### src/rtl/voice_mixer_pkg.sv
// Shared types and helpers for the voice mixer.
//   gain_t         : unsigned Q1.7 per-voice gain, 8'h80 = 1.0
//   GAIN_UNITY     : gain value for unity
//   GAIN_FRAC_BITS : fractional bits in gain_t
//   saturate()     : clamps a signed value to the signed range of a given width
package voice_mixer_pkg;

    typedef logic [7:0] gain_t;

    localparam gain_t       GAIN_UNITY     = 8'h80;
    localparam int unsigned GAIN_FRAC_BITS = 7;
    localparam int unsigned SAT_W          = 64;

    // Clamp v into [-2^(w-1), 2^(w-1)-1]; w must be between 2 and SAT_W-1.
    function automatic logic signed [SAT_W-1:0] saturate(
        input logic signed [SAT_W-1:0] v,
        input int unsigned             w
    );
        logic signed [SAT_W-1:0] hi;
        logic signed [SAT_W-1:0] lo;
        hi = (64'sd1 <<< (w - 1)) - 64'sd1;
        lo = -(64'sd1 <<< (w - 1));
        if (v > hi) begin
            return hi;
        end
        if (v < lo) begin
            return lo;
        end
        return v;
    endfunction

endpackage

### src/rtl/voice_mixer_if.sv
// Subsample / gain-write / output bus of the voice mixer.
//   slave  : the mixer (consumes subsamples and gain writes, drives the sample port)
//   master : the upstream pipeline plus downstream consumer seen as one agent
interface voice_mixer_if
    import voice_mixer_pkg::*;
#(
    parameter int unsigned SAMPLE_WIDTH = 16,
    parameter int unsigned OUT_WIDTH    = 16,
    parameter int unsigned NUM_VOICES   = 32,
    parameter int unsigned SHIFT_WIDTH  = 4
);
    localparam int unsigned VOICE_W = $clog2(NUM_VOICES);

    logic                           i_SubsampleValid;
    logic signed [SAMPLE_WIDTH-1:0] i_Subsample;
    logic [VOICE_W-1:0]             i_SubsampleVoice;
    logic                           i_SubsampleLast;
    logic                           i_GainWriteEnable;
    logic [VOICE_W-1:0]             i_GainWriteAddr;
    gain_t                          i_GainWriteData;
    logic [SHIFT_WIDTH-1:0]         i_MasterShift;
    logic signed [OUT_WIDTH-1:0]    o_Sample;
    logic                           o_SampleValid;
    logic                           i_SampleReady;
    logic                           o_SampleClipped;
    logic                           o_FrameDropped;
    logic                           o_FrameError;

    modport slave (
        input  i_SubsampleValid, i_Subsample, i_SubsampleVoice, i_SubsampleLast,
        input  i_GainWriteEnable, i_GainWriteAddr, i_GainWriteData, i_MasterShift,
        input  i_SampleReady,
        output o_Sample, o_SampleValid, o_SampleClipped, o_FrameDropped, o_FrameError
    );

    modport master (
        output i_SubsampleValid, i_Subsample, i_SubsampleVoice, i_SubsampleLast,
        output i_GainWriteEnable, i_GainWriteAddr, i_GainWriteData, i_MasterShift,
        output i_SampleReady,
        input  o_Sample, o_SampleValid, o_SampleClipped, o_FrameDropped, o_FrameError
    );

endinterface

### src/rtl/voice_mixer_gain_ram.sv
// Per-voice gain store: DEPTH x 8 synchronous read-first RAM, no reset.
//   clk     : clock
//   we_i    : write strobe
//   waddr_i : write address
//   wdata_i : write data (Q1.7 gain)
//   raddr_i : read address, data appears after the next edge
//   rdata_o : registered read data (old contents on a same-address write)
module mixer_gain_ram
    import voice_mixer_pkg::*;
#(
    parameter int unsigned DEPTH  = 32,
    parameter int unsigned ADDR_W = $clog2(DEPTH)
) (
    input  logic              clk,
    input  logic              we_i,
    input  logic [ADDR_W-1:0] waddr_i,
    input  gain_t             wdata_i,
    input  logic [ADDR_W-1:0] raddr_i,
    output gain_t             rdata_o
);

    gain_t mem_q [DEPTH];

    // Read and write in one block so a colliding read returns the pre-write value.
    always_ff @(posedge clk) begin
        if (we_i) begin
            mem_q[waddr_i] <= wdata_i;
        end
        rdata_o <= mem_q[raddr_i];
    end

endmodule

### src/rtl/voice_mixer.sv
// Frame mixer: gain-scales one subsample per voice, accumulates the frame,
// applies a master arithmetic right shift, saturates and holds the result for
// a valid/ready consumer.
//   i_Clock   : clock, rising edge
//   i_Reset_n : asynchronous active-low reset (release synchronised internally)
//   bus       : voice_mixer_if.slave (subsample in, gain write, shift, sample out)
module voice_mixer
    import voice_mixer_pkg::*;
#(
    parameter int unsigned SAMPLE_WIDTH = 16,
    parameter int unsigned OUT_WIDTH    = 16,
    parameter int unsigned NUM_VOICES   = 32,
    parameter int unsigned SHIFT_WIDTH  = 4
) (
    input  logic          i_Clock,
    input  logic          i_Reset_n,
    voice_mixer_if.slave  bus
);

    localparam int unsigned VOICE_W  = $clog2(NUM_VOICES);
    localparam int unsigned CNT_W    = VOICE_W + 1;
    localparam int unsigned PROD_W   = SAMPLE_WIDTH + 9;
    localparam int unsigned SCALED_W = SAMPLE_WIDTH + 2;
    localparam int unsigned ACC_W    = SCALED_W + VOICE_W;

    // Reset synchroniser: assert immediately, release on the second edge.
    logic [1:0] rst_sync_q;
    logic       rst_n_int;

    always_ff @(posedge i_Clock or negedge i_Reset_n) begin
        if (!i_Reset_n) begin
            rst_sync_q <= 2'b00;
        end else begin
            rst_sync_q <= {rst_sync_q[0], 1'b1};
        end
    end

    assign rst_n_int = rst_sync_q[1];

    // Gain lookup is issued with the subsample so it lines up with S1.
    gain_t gain_rd;

    mixer_gain_ram #(
        .DEPTH (NUM_VOICES)
    ) u_gain_ram (
        .clk     (i_Clock),
        .we_i    (bus.i_GainWriteEnable),
        .waddr_i (bus.i_GainWriteAddr),
        .wdata_i (bus.i_GainWriteData),
        .raddr_i (bus.i_SubsampleVoice),
        .rdata_o (gain_rd)
    );

    // Pipeline and output state.
    logic [CNT_W-1:0]               cnt_q, cnt_d;
    logic                           s1_valid_q, s1_last_q, s1_kill_q;
    logic signed [SAMPLE_WIDTH-1:0] s1_sample_q;
    logic                           s2_valid_q, s2_last_q;
    logic signed [SCALED_W-1:0]     s2_scaled_q, s2_scaled_d;
    logic signed [ACC_W-1:0]        acc_q, acc_d;
    logic signed [OUT_WIDTH-1:0]    sample_q, sample_d;
    logic                           valid_q, valid_d;
    logic                           clip_q, clip_d;
    logic                           drop_q, drop_d;
    logic                           err_q, err_d;

    logic                           cnt_full_c;
    logic signed [PROD_W-1:0]       product_c;
    logic signed [ACC_W-1:0]        total_c, shifted_c;
    logic signed [SAT_W-1:0]        sat_c;
    logic                           clip_c, xfer_c;

    assign cnt_full_c = (cnt_q == CNT_W'(NUM_VOICES));

    // S1: frame counter; an over-length subsample is flagged and zeroed later.
    always_comb begin
        cnt_d = cnt_q;
        err_d = 1'b0;
        if (bus.i_SubsampleValid) begin
            err_d = cnt_full_c;
            if (bus.i_SubsampleLast) begin
                cnt_d = '0;
            end else if (!cnt_full_c) begin
                cnt_d = cnt_q + CNT_W'(1);
            end
        end
    end

    // S2: signed product with zero-extended gain, drop the Q1.7 fraction.
    assign product_c   = PROD_W'(s1_sample_q) * PROD_W'($signed({1'b0, gain_rd}));
    assign s2_scaled_d = s1_kill_q ? '0 : SCALED_W'(product_c >>> GAIN_FRAC_BITS);

    // S3: frame total, master shift and saturation.
    assign total_c   = acc_q + ACC_W'(s2_scaled_q);
    assign shifted_c = total_c >>> bus.i_MasterShift;
    assign sat_c     = saturate(SAT_W'(shifted_c), OUT_WIDTH);
    assign clip_c    = (sat_c != SAT_W'(shifted_c));
    assign xfer_c    = valid_q && bus.i_SampleReady;

    // Accumulate / close frame and manage the output holding register.
    always_comb begin
        acc_d    = acc_q;
        sample_d = sample_q;
        valid_d  = valid_q;
        clip_d   = clip_q;
        drop_d   = 1'b0;
        if (xfer_c) begin
            valid_d = 1'b0;
        end
        if (s2_valid_q) begin
            if (s2_last_q) begin
                acc_d = '0;
                if (!valid_q || xfer_c) begin
                    sample_d = OUT_WIDTH'(sat_c);
                    clip_d   = clip_c;
                    valid_d  = 1'b1;
                end else begin
                    drop_d = 1'b1;
                end
            end else begin
                acc_d = total_c;
            end
        end
    end

    always_ff @(posedge i_Clock or negedge rst_n_int) begin
        if (!rst_n_int) begin
            cnt_q       <= '0;
            s1_valid_q  <= 1'b0;
            s1_last_q   <= 1'b0;
            s1_kill_q   <= 1'b0;
            s1_sample_q <= '0;
            s2_valid_q  <= 1'b0;
            s2_last_q   <= 1'b0;
            s2_scaled_q <= '0;
            acc_q       <= '0;
            sample_q    <= '0;
            valid_q     <= 1'b0;
            clip_q      <= 1'b0;
            drop_q      <= 1'b0;
            err_q       <= 1'b0;
        end else begin
            cnt_q       <= cnt_d;
            s1_valid_q  <= bus.i_SubsampleValid;
            s1_last_q   <= bus.i_SubsampleLast;
            s1_kill_q   <= err_d;
            s1_sample_q <= bus.i_Subsample;
            s2_valid_q  <= s1_valid_q;
            s2_last_q   <= s1_last_q;
            s2_scaled_q <= s2_scaled_d;
            acc_q       <= acc_d;
            sample_q    <= sample_d;
            valid_q     <= valid_d;
            clip_q      <= clip_d;
            drop_q      <= drop_d;
            err_q       <= err_d;
        end
    end

    assign bus.o_Sample        = sample_q;
    assign bus.o_SampleValid   = valid_q;
    assign bus.o_SampleClipped = clip_q;
    assign bus.o_FrameDropped  = drop_q;
    assign bus.o_FrameError    = err_q;

endmodule

### src/flat_wrapper.sv
// flat-port wrapper written by rule: the top's interface ports become plain ports
module voice_mixer_flat import voice_mixer_pkg::*;
#(
    parameter int unsigned SAMPLE_WIDTH = 16,
    parameter int unsigned OUT_WIDTH    = 16,
    parameter int unsigned NUM_VOICES   = 32,
    parameter int unsigned SHIFT_WIDTH  = 4
)
  (i_Clock, i_Reset_n, bus_i_SubsampleValid, bus_i_Subsample, bus_i_SubsampleVoice, bus_i_SubsampleLast, bus_i_GainWriteEnable, bus_i_GainWriteAddr, bus_i_GainWriteData, bus_i_MasterShift, bus_i_SampleReady, bus_o_Sample, bus_o_SampleValid, bus_o_SampleClipped, bus_o_FrameDropped, bus_o_FrameError);
  voice_mixer_if #(.SAMPLE_WIDTH(SAMPLE_WIDTH), .OUT_WIDTH(OUT_WIDTH), .NUM_VOICES(NUM_VOICES), .SHIFT_WIDTH(SHIFT_WIDTH)) bus_i ();
  input  logic i_Clock;
  input  logic i_Reset_n;
  input wire logic [$bits(bus_i.i_SubsampleValid)-1:0] bus_i_SubsampleValid;
  input wire logic [$bits(bus_i.i_Subsample)-1:0] bus_i_Subsample;
  input wire logic [$bits(bus_i.i_SubsampleVoice)-1:0] bus_i_SubsampleVoice;
  input wire logic [$bits(bus_i.i_SubsampleLast)-1:0] bus_i_SubsampleLast;
  input wire logic [$bits(bus_i.i_GainWriteEnable)-1:0] bus_i_GainWriteEnable;
  input wire logic [$bits(bus_i.i_GainWriteAddr)-1:0] bus_i_GainWriteAddr;
  input wire logic [$bits(bus_i.i_GainWriteData)-1:0] bus_i_GainWriteData;
  input wire logic [$bits(bus_i.i_MasterShift)-1:0] bus_i_MasterShift;
  input wire logic [$bits(bus_i.i_SampleReady)-1:0] bus_i_SampleReady;
  output wire logic [$bits(bus_i.o_Sample)-1:0] bus_o_Sample;
  output wire logic [$bits(bus_i.o_SampleValid)-1:0] bus_o_SampleValid;
  output wire logic [$bits(bus_i.o_SampleClipped)-1:0] bus_o_SampleClipped;
  output wire logic [$bits(bus_i.o_FrameDropped)-1:0] bus_o_FrameDropped;
  output wire logic [$bits(bus_i.o_FrameError)-1:0] bus_o_FrameError;
  assign bus_i.i_SubsampleValid = bus_i_SubsampleValid;
  assign bus_i.i_Subsample = bus_i_Subsample;
  assign bus_i.i_SubsampleVoice = bus_i_SubsampleVoice;
  assign bus_i.i_SubsampleLast = bus_i_SubsampleLast;
  assign bus_i.i_GainWriteEnable = bus_i_GainWriteEnable;
  assign bus_i.i_GainWriteAddr = bus_i_GainWriteAddr;
  assign bus_i.i_GainWriteData = bus_i_GainWriteData;
  assign bus_i.i_MasterShift = bus_i_MasterShift;
  assign bus_i.i_SampleReady = bus_i_SampleReady;
  assign bus_o_Sample = bus_i.o_Sample;
  assign bus_o_SampleValid = bus_i.o_SampleValid;
  assign bus_o_SampleClipped = bus_i.o_SampleClipped;
  assign bus_o_FrameDropped = bus_i.o_FrameDropped;
  assign bus_o_FrameError = bus_i.o_FrameError;
  voice_mixer #(.SAMPLE_WIDTH(SAMPLE_WIDTH), .OUT_WIDTH(OUT_WIDTH), .NUM_VOICES(NUM_VOICES), .SHIFT_WIDTH(SHIFT_WIDTH)) u_core (.i_Clock(i_Clock), .i_Reset_n(i_Reset_n), .bus(bus_i));
endmodule
### config.mk
export PLATFORM = sky130hd
export DESIGN_NAME = voice_mixer_flat
export DESIGN_NICKNAME = d
export VERILOG_FILES = /design/src/rtl/voice_mixer_pkg.sv /design/src/rtl/voice_mixer_if.sv /design/src/rtl/voice_mixer_gain_ram.sv /design/src/rtl/voice_mixer.sv /design/src/flat_wrapper.sv
export SDC_FILE = /design/constraint.sdc
export NUM_CORES = 1
export LEC_CHECK = 0
export CAP_MARGIN = 20
export CORE_ASPECT_RATIO = 0.5
export CORE_MARGIN = 2
export CORE_UTILIZATION = 30
export CTS_CLUSTER_SIZE = 10
export DETAILED_ROUTE_END_ITERATION = 6
export PLACE_DENSITY = 0.55
export SLEW_MARGIN = 20
export SYNTH_ARGS = -nofsm -noshare
export SYNTH_HDL_FRONTEND = slang
export SYNTH_SLANG_ARGS = --single-unit
### constraint.sdc
create_clock -name i_Clock -period 2.5 [get_ports i_Clock]
set_input_delay 0.375 -clock i_Clock [delete_from_list [all_inputs] [get_ports i_Clock]]
set_output_delay 0.375 -clock i_Clock [all_outputs]
set_load 0.01 [all_outputs]
=== After elaboration in Yosys (flattened, before gate mapping) ===
Memory sizes are Yosys's and may differ from the RTL's. A register that Yosys moved wholly into a read port is not among the register bits.
Index checks and enable logic that the tools add are counted.

* Register bits after elaboration: 89
* Input bits: 44
* RAM bits: 256
* Logic and storage cells: 50
* Memories: 1

* Eq/ne operators: 3
* Shifts and indexed selects: 1
* Magnitude comparators: 2
* Multiply operators: 1
* Add/sub/neg operators: 2
* Reduce and logical (&&, ||, !) cells: 5
* Multiplexer cells: 21

{| class="wikitable"
|+ Memories
! memory !! words !! width !! rd ports !! clocked after Yosys merged registers in !! wr ports !! line !! source
|-
| u_core.u_gain_ram.mem_q || 32 || 8 || 1 || 1 || 1 || voice_mixer_gain_ram.sv:22 || <nowiki>gain_t mem_q [DEPTH];</nowiki>
|}

{| class="wikitable"
|+ Operator list
! kind !! count
|-
| two-way mux 64 bit || 4
|-
| inequality test 64 x 23 -> 1 bit || 1
|-
| multiplier 16 x 9 -> 25 bit || 1
|-
| adder 23 x 18 -> 23 bit || 1
|-
| greater-than comparator 23 x 16 -> 1 bit, second input constant || 1
|-
| < comparator 23 x 16 -> 1 bit, second input constant || 1
|-
| two-way mux 23 bit || 1
|-
| >>> shifter 23 x 4 -> 23 bit || 1
|-
| two-way mux 18 bit || 1
|-
| two-way mux 1 bit || 13
|-
| two-way mux 6 bit || 2
|-
| adder 6 x 1 -> 6 bit, second input constant || 1
|-
| equality test 6 bit, second input constant || 1
|-
| AND reduction 3 bit || 1
|-
| inequality test 2 bit, second input constant || 1
|-
| AND reduction 2 bit || 1
|-
| logical AND 1 bit || 1
|-
| logical NOT 1 bit || 1
|-
| logical OR 1 bit || 1
|}

=== Logic depth before layout (Yosys ltp) ===
* Depth in word-level cells: 8
* Mapped depth: 22
* Mapped depth without buffers: 21

=== By module ===
Synthesis repeated with hierarchy kept, for this count alone.

* Cells, all modules: 1578
* Area, all modules: 20193.1 µm²

{| class="wikitable"
|+ By module, submodules not included
! module !! times used !! sequential area each (µm²) !! area an instance (µm²) !! cells each
|-
| voice_mixer || 1 || 2227.1 || 10139.7 || 1161
|-
| mixer_gain_ram || 1 || 7847.5 || 10053.4 || 417
|}

=== Worst setup path after synthesis ===
Ideal clock, no wire load.

* Kind: register to register
* From: register u_core.u_gain_ram.rdata_o[0], read port of u_core.u_gain_ram.mem_q
* To: register u_core.s2_scaled_q[17]
* Arrival: 4.975 ns
* Slack: -2.605 ns
* Stages on the path, launching flop included: 22
* Path buffers: 1
* Library setup time: 0.130 ns
* Cells stage by stage: dfxtp_1 clkbuf_1 nand2_1 fa_1 inv_1 fa_1 inv_1 fa_1 inv_1 fa_1 ha_1 a21o_1 a21o_1 a21o_1 a21o_1 a21oi_1 o221ai_1 a311o_1 a21oi_1 o21bai_1 xnor2_1 nor2_1

* Word-level cells in the longest chain between the ends: 2

{| class="wikitable"
|+ RTL lines
! item !! line !! source
|-
| start: declaration || voice_mixer_gain_ram.sv:19 || <nowiki>output gain_t rdata_o</nowiki>
|-
| multiplier 16 x 9 -> 25 bit || voice_mixer.sv:90 || <nowiki>assign product_c = PROD_W'(s1_sample_q) * PROD_W'($signed({1'b0, gain_rd}));</nowiki>
|-
| two-way mux 18 bit || voice_mixer.sv:91 || <nowiki>assign s2_scaled_d = s1_kill_q ? '0 : SCALED_W'(product_c >>> GAIN_FRAC_BITS);</nowiki>
|-
| named net u_core.s2_scaled_d[17] || voice_mixer.sv:59 || <nowiki>logic signed [SCALED_W-1:0] s2_scaled_q, s2_scaled_d;</nowiki>
|-
| end signal: assignment || voice_mixer.sv:150 || <nowiki>s2_scaled_q <= s2_scaled_d;</nowiki>
|-
| end: declaration || voice_mixer.sv:59 ||
|}

The timed path passes the listed nets, and every way through them passes these cells.
A chain may end at the register's enable or synchronous reset.

=== Final worst setup path ===
* From: register u_core.s1_sample_q[6]
* To: register u_core.s2_scaled_q[17]

* Word-level cells in the longest chain between the ends: 2

{| class="wikitable"
|+ RTL lines
! item !! line !! source
|-
| start: declaration || voice_mixer.sv:57 || <nowiki>logic signed [SAMPLE_WIDTH-1:0] s1_sample_q;</nowiki>
|-
| start signal: assignment || voice_mixer.sv:147 || <nowiki>s1_sample_q <= bus.i_Subsample;</nowiki>
|-
| multiplier 16 x 9 -> 25 bit || voice_mixer.sv:90 ||
|-
| two-way mux 18 bit || voice_mixer.sv:91 ||
|-
| named net u_core.s2_scaled_d[17] || voice_mixer.sv:59 ||
|}

The timed path passes the listed nets, and every way through them passes these cells.

==> flow_summary.toml <==
[critical_path]
cpPeakStageDelay_ns = 0.54
crit_buf_inv = 2
ff2ff_setup_slack_ns = -2.23
path_max_fanout = 4
cp_data_required_time_ns = 2.95
setup.worst_path.start_class = "register"
cp.arrival_ns = 5.18
path_cells = "and2_1 -> fa_1 -> fa_1 -> inv_2 -> fa_1 -> inv_1 -> fa_1 -> ha_4 -> a21o_1 -> a21o_1 -> a21o_1 -> a21o_1 -> a21oi_2 -> o221ai_2 -> a311o_1 -> a21oi_2 -> o21bai_1 -> xnor2_1 -> nor2_1"
crit-reg2reg-launch = "u_core.s1_sample_q[6]"
worstSetupEndpointType = "register"
r2r_cells = 19
r2r-end = "u_core.s2_scaled_q[17]"
path_class = "reg -> reg"
worst_path_max_delay_cell = "fa_1"
crit_family = "adder cells"

[placed_design]
placed_cells = 2733
dpl_worst_slack_ns = -2.374
hpwlAfterDp_um = 36340
io_buffers = 63
gpl.final_weighted_congestion = 0.8604

[power]
cellPowerDensity_nw_per_um2 = 1356
p_leak_nw = 10.54
finalPower_mw = 35.24
ir_drop_uv = 828.9

[logic_synthesis]
yosys.area.top_type = "edfxtp_1"
synthesis.area_um2 = 19990
syn_inst = 1538
yosysWarnings = 0
syn_avg_cell_area_um2 = 13.00
syn-num-nets = 1754
ys_ff_latch = 353
yosysSeqAreaShare = 0.5040
post_synth_num_cell_types = 79
synthTopCellsByArea = "edfxtp_1 (38%), dfrtp_1 (11%), fa_1 (10%), mux4_2 (9.6%), ha_1 (4.4%)"
yosysTopAreaCellShare = 0.3846
synthFlopType = "edfxtp_1"
synth_edf_count = 256
synthArstFlopShare = 0.2521

[die]
die_w_um = 369.1
pin_count = 64
die_y_um = 186.5
die_area_um2 = 68840
coreArea_um2 = 65400
placementRows = 66
floorplan.initialDensity = 0.3057

[timing]
setup_tns_ns = -56.88
drv_slew = 0
hold_viol = 0
fmax_ghz = 0.2115
max_slew_margin = 0.6165
worstMarginPinSlew_ns = 0.5681
rsz0062_at_grt = "yes"
setup_viol = 42
setup_ws_ns = -2.229
post-route-period-util = 1.892
finClkSkew_ns = 0.03241
layout_min_cycle_time_ns = 4.729

[grt]
first_global_vias = 13750
grt_usage = 0.1434
antenna_found_initial = 0
grt_max_degree = 41
gr-total-overflow = 0
grt_first_pass_wirelength_um = 77150

[layout]
final_cell_mix = "buf_4 (302), edfxtp_1 (256), inv_1 (175)"
layout.nets = 2134
diodes = 0
drive_above_1_share = 0.3139
fill_cells = 6267
syn2layout_area_growth_pct = 30.02
layout_commonest_cell = "buf_4"
post-route-util = 0.3974
stdcell_count = 2824

[route]
first_pass_iters = 7
drtIter0Drc = 780
postRouteAntennaNets = 0
vias = 13010
drc = 0
drt_wl_total_um = 49380
wire_per_inst_um = 17.49
viasPerCell = 4.607

[run_status]
violations = "setup timing"
outcome = "finished with violations"

[flow_run]
max_cap_viol_count = 0

[worst_hold_path]
hp-start = "bus_i_Subsample[3]"
worstHoldPathType = "in -> reg"
whs_path_depth = 1
hold-path-endpoint = "u_core.s1_sample_q[3]"

[clocking]
cts_tree = "yes"
clockBufferDepth = 3
cts-root-buf = "clkbuf_16"
insertion_delay_ns = 0.58
cts_max_level = 2
numCtsBuffers = 41
clk_pin_slew_ns = 0.06
cts.sinks = 353
-- flip-flops by register name, indices dropped and copies added (netlist names), 2 cells and up --
register	cells
u_core.acc_q	23
u_core.bus.o_Sample	16
u_core.cnt_q	6
u_core.rst_sync_q	2
u_core.s1_sample_q	16
u_core.s2_scaled_q	18
u_core.u_gain_ram.mem_q	256
u_core.u_gain_ram.rdata_o	8
-- layer usage --
| metal | part of all wire | track usage | vias up |
|---|---|---|---|
| li1 | - | - | 6209 |
| met4 | 0.017 | 0.03061 | 0 |
| met5 | 0 | 0 | - |
| met2 | 0.49 | 0.2461 | 185 |
| met3 | 0.037 | 0.02483 | 54 |
| met1 | 0.45 | 0.1901 | 6563 |
-- how the worst max path moves through the flow --
stage	start	to	slack [ns]	cells past startpoint
2_1_floorplan	u_core.u_gain_ram.rdata_o[5]	u_core.s2_scaled_q[17]	-2.27	20
3_3_place_gp	u_core.s1_sample_q[9]	u_core.s2_scaled_q[17]	-2.34	20
3_5_place_dp	u_core.s1_sample_q[6]	u_core.s2_scaled_q[17]	-2.37	19
4_1_cts	u_core.s1_sample_q[10]	u_core.s2_scaled_q[17]	-2.26	20
5_1_grt	u_core.s1_sample_q[8]	u_core.s2_scaled_q[17]	-2.44	19
6_report	u_core.s1_sample_q[6]	u_core.s2_scaled_q[17]	-2.23	19
-- synthesized netlist by cell type (5+ instances only) --
library cell,number
edfxtp_1,256
inv_1,186
nor2_1,116
nand2_1,112
fa_1,102
dfrtp_1,89
mux4_2,85
and2_1,78
ha_1,70
a21oi_1,48
clkbuf_1,39
o21ai_0,28
mux2i_1,23
o22ai_1,23
xor2_1,20
nand3_1,18
nor3_1,18
mux2_2,17
xnor2_1,17
buf_1,15
a21o_1,14
o211ai_1,13
and3_1,12
a21oi_2,9
a211oi_1,8
dfxtp_1,8
nand2b_1,7
o21a_1,7
nand3b_1,6
a31oi_1,5
nand4_1,5
-- where the power goes --
group          total, mW  switching [mW]  internal, mW
sequential          7.40           0.434          6.97
clock               5.50            2.35          3.16
combinational       22.3            10.6          11.7
-- metrics by stage --
stage          hold WS (ns)  area (um2)
6_report             0.2578       25990
5_1_grt              0.2306       25990
4_1_cts              0.2247       25810
3_5_place_dp         0.3270       24020
3_3_place_gp         0.3271       24020
2_1_floorplan       0.07941       20190
-- area by class of cell --
class | count | area, um2 | area share
clock buffer | 61 | 1101 | 0.04236
tap | 884 | 1106 | 0.04255
timing repair buffer | 397 | 3314 | 0.1275
clock inverter | 4 | 96.34 | 0.003707
multi-input combinational | 938 | 9578 | 0.3685
sequential | 353 | 10090 | 0.3884
inverter | 187 | 701.9 | 0.02700
-- kinds of logic after synthesis --
group / Yosys count / share of synthesized area
multiplexers: 126 / 0.1180
flip-flops: 353 / 0.5040
adder cells (fa/ha/maj): 172 / 0.1460
buffers and inverters: 247 / 0.04738
AND/OR/NAND/NOR: 395 / 0.09482
other: 1 / 0.0001876
AO/OA/AOI/OAI: 207 / 0.07348
XOR/XNOR: 37 / 0.01621
-- timing repair --
item	CTS	global route
pin swaps	51	35
cloned	0	0
buffers inserted	22	8
endpoints found under the setup margin	46	48
resized for setup	81	37
endpoints found under the hold margin	2	0
hold buffers	1	0
Power figures use the tool's default switching activity.
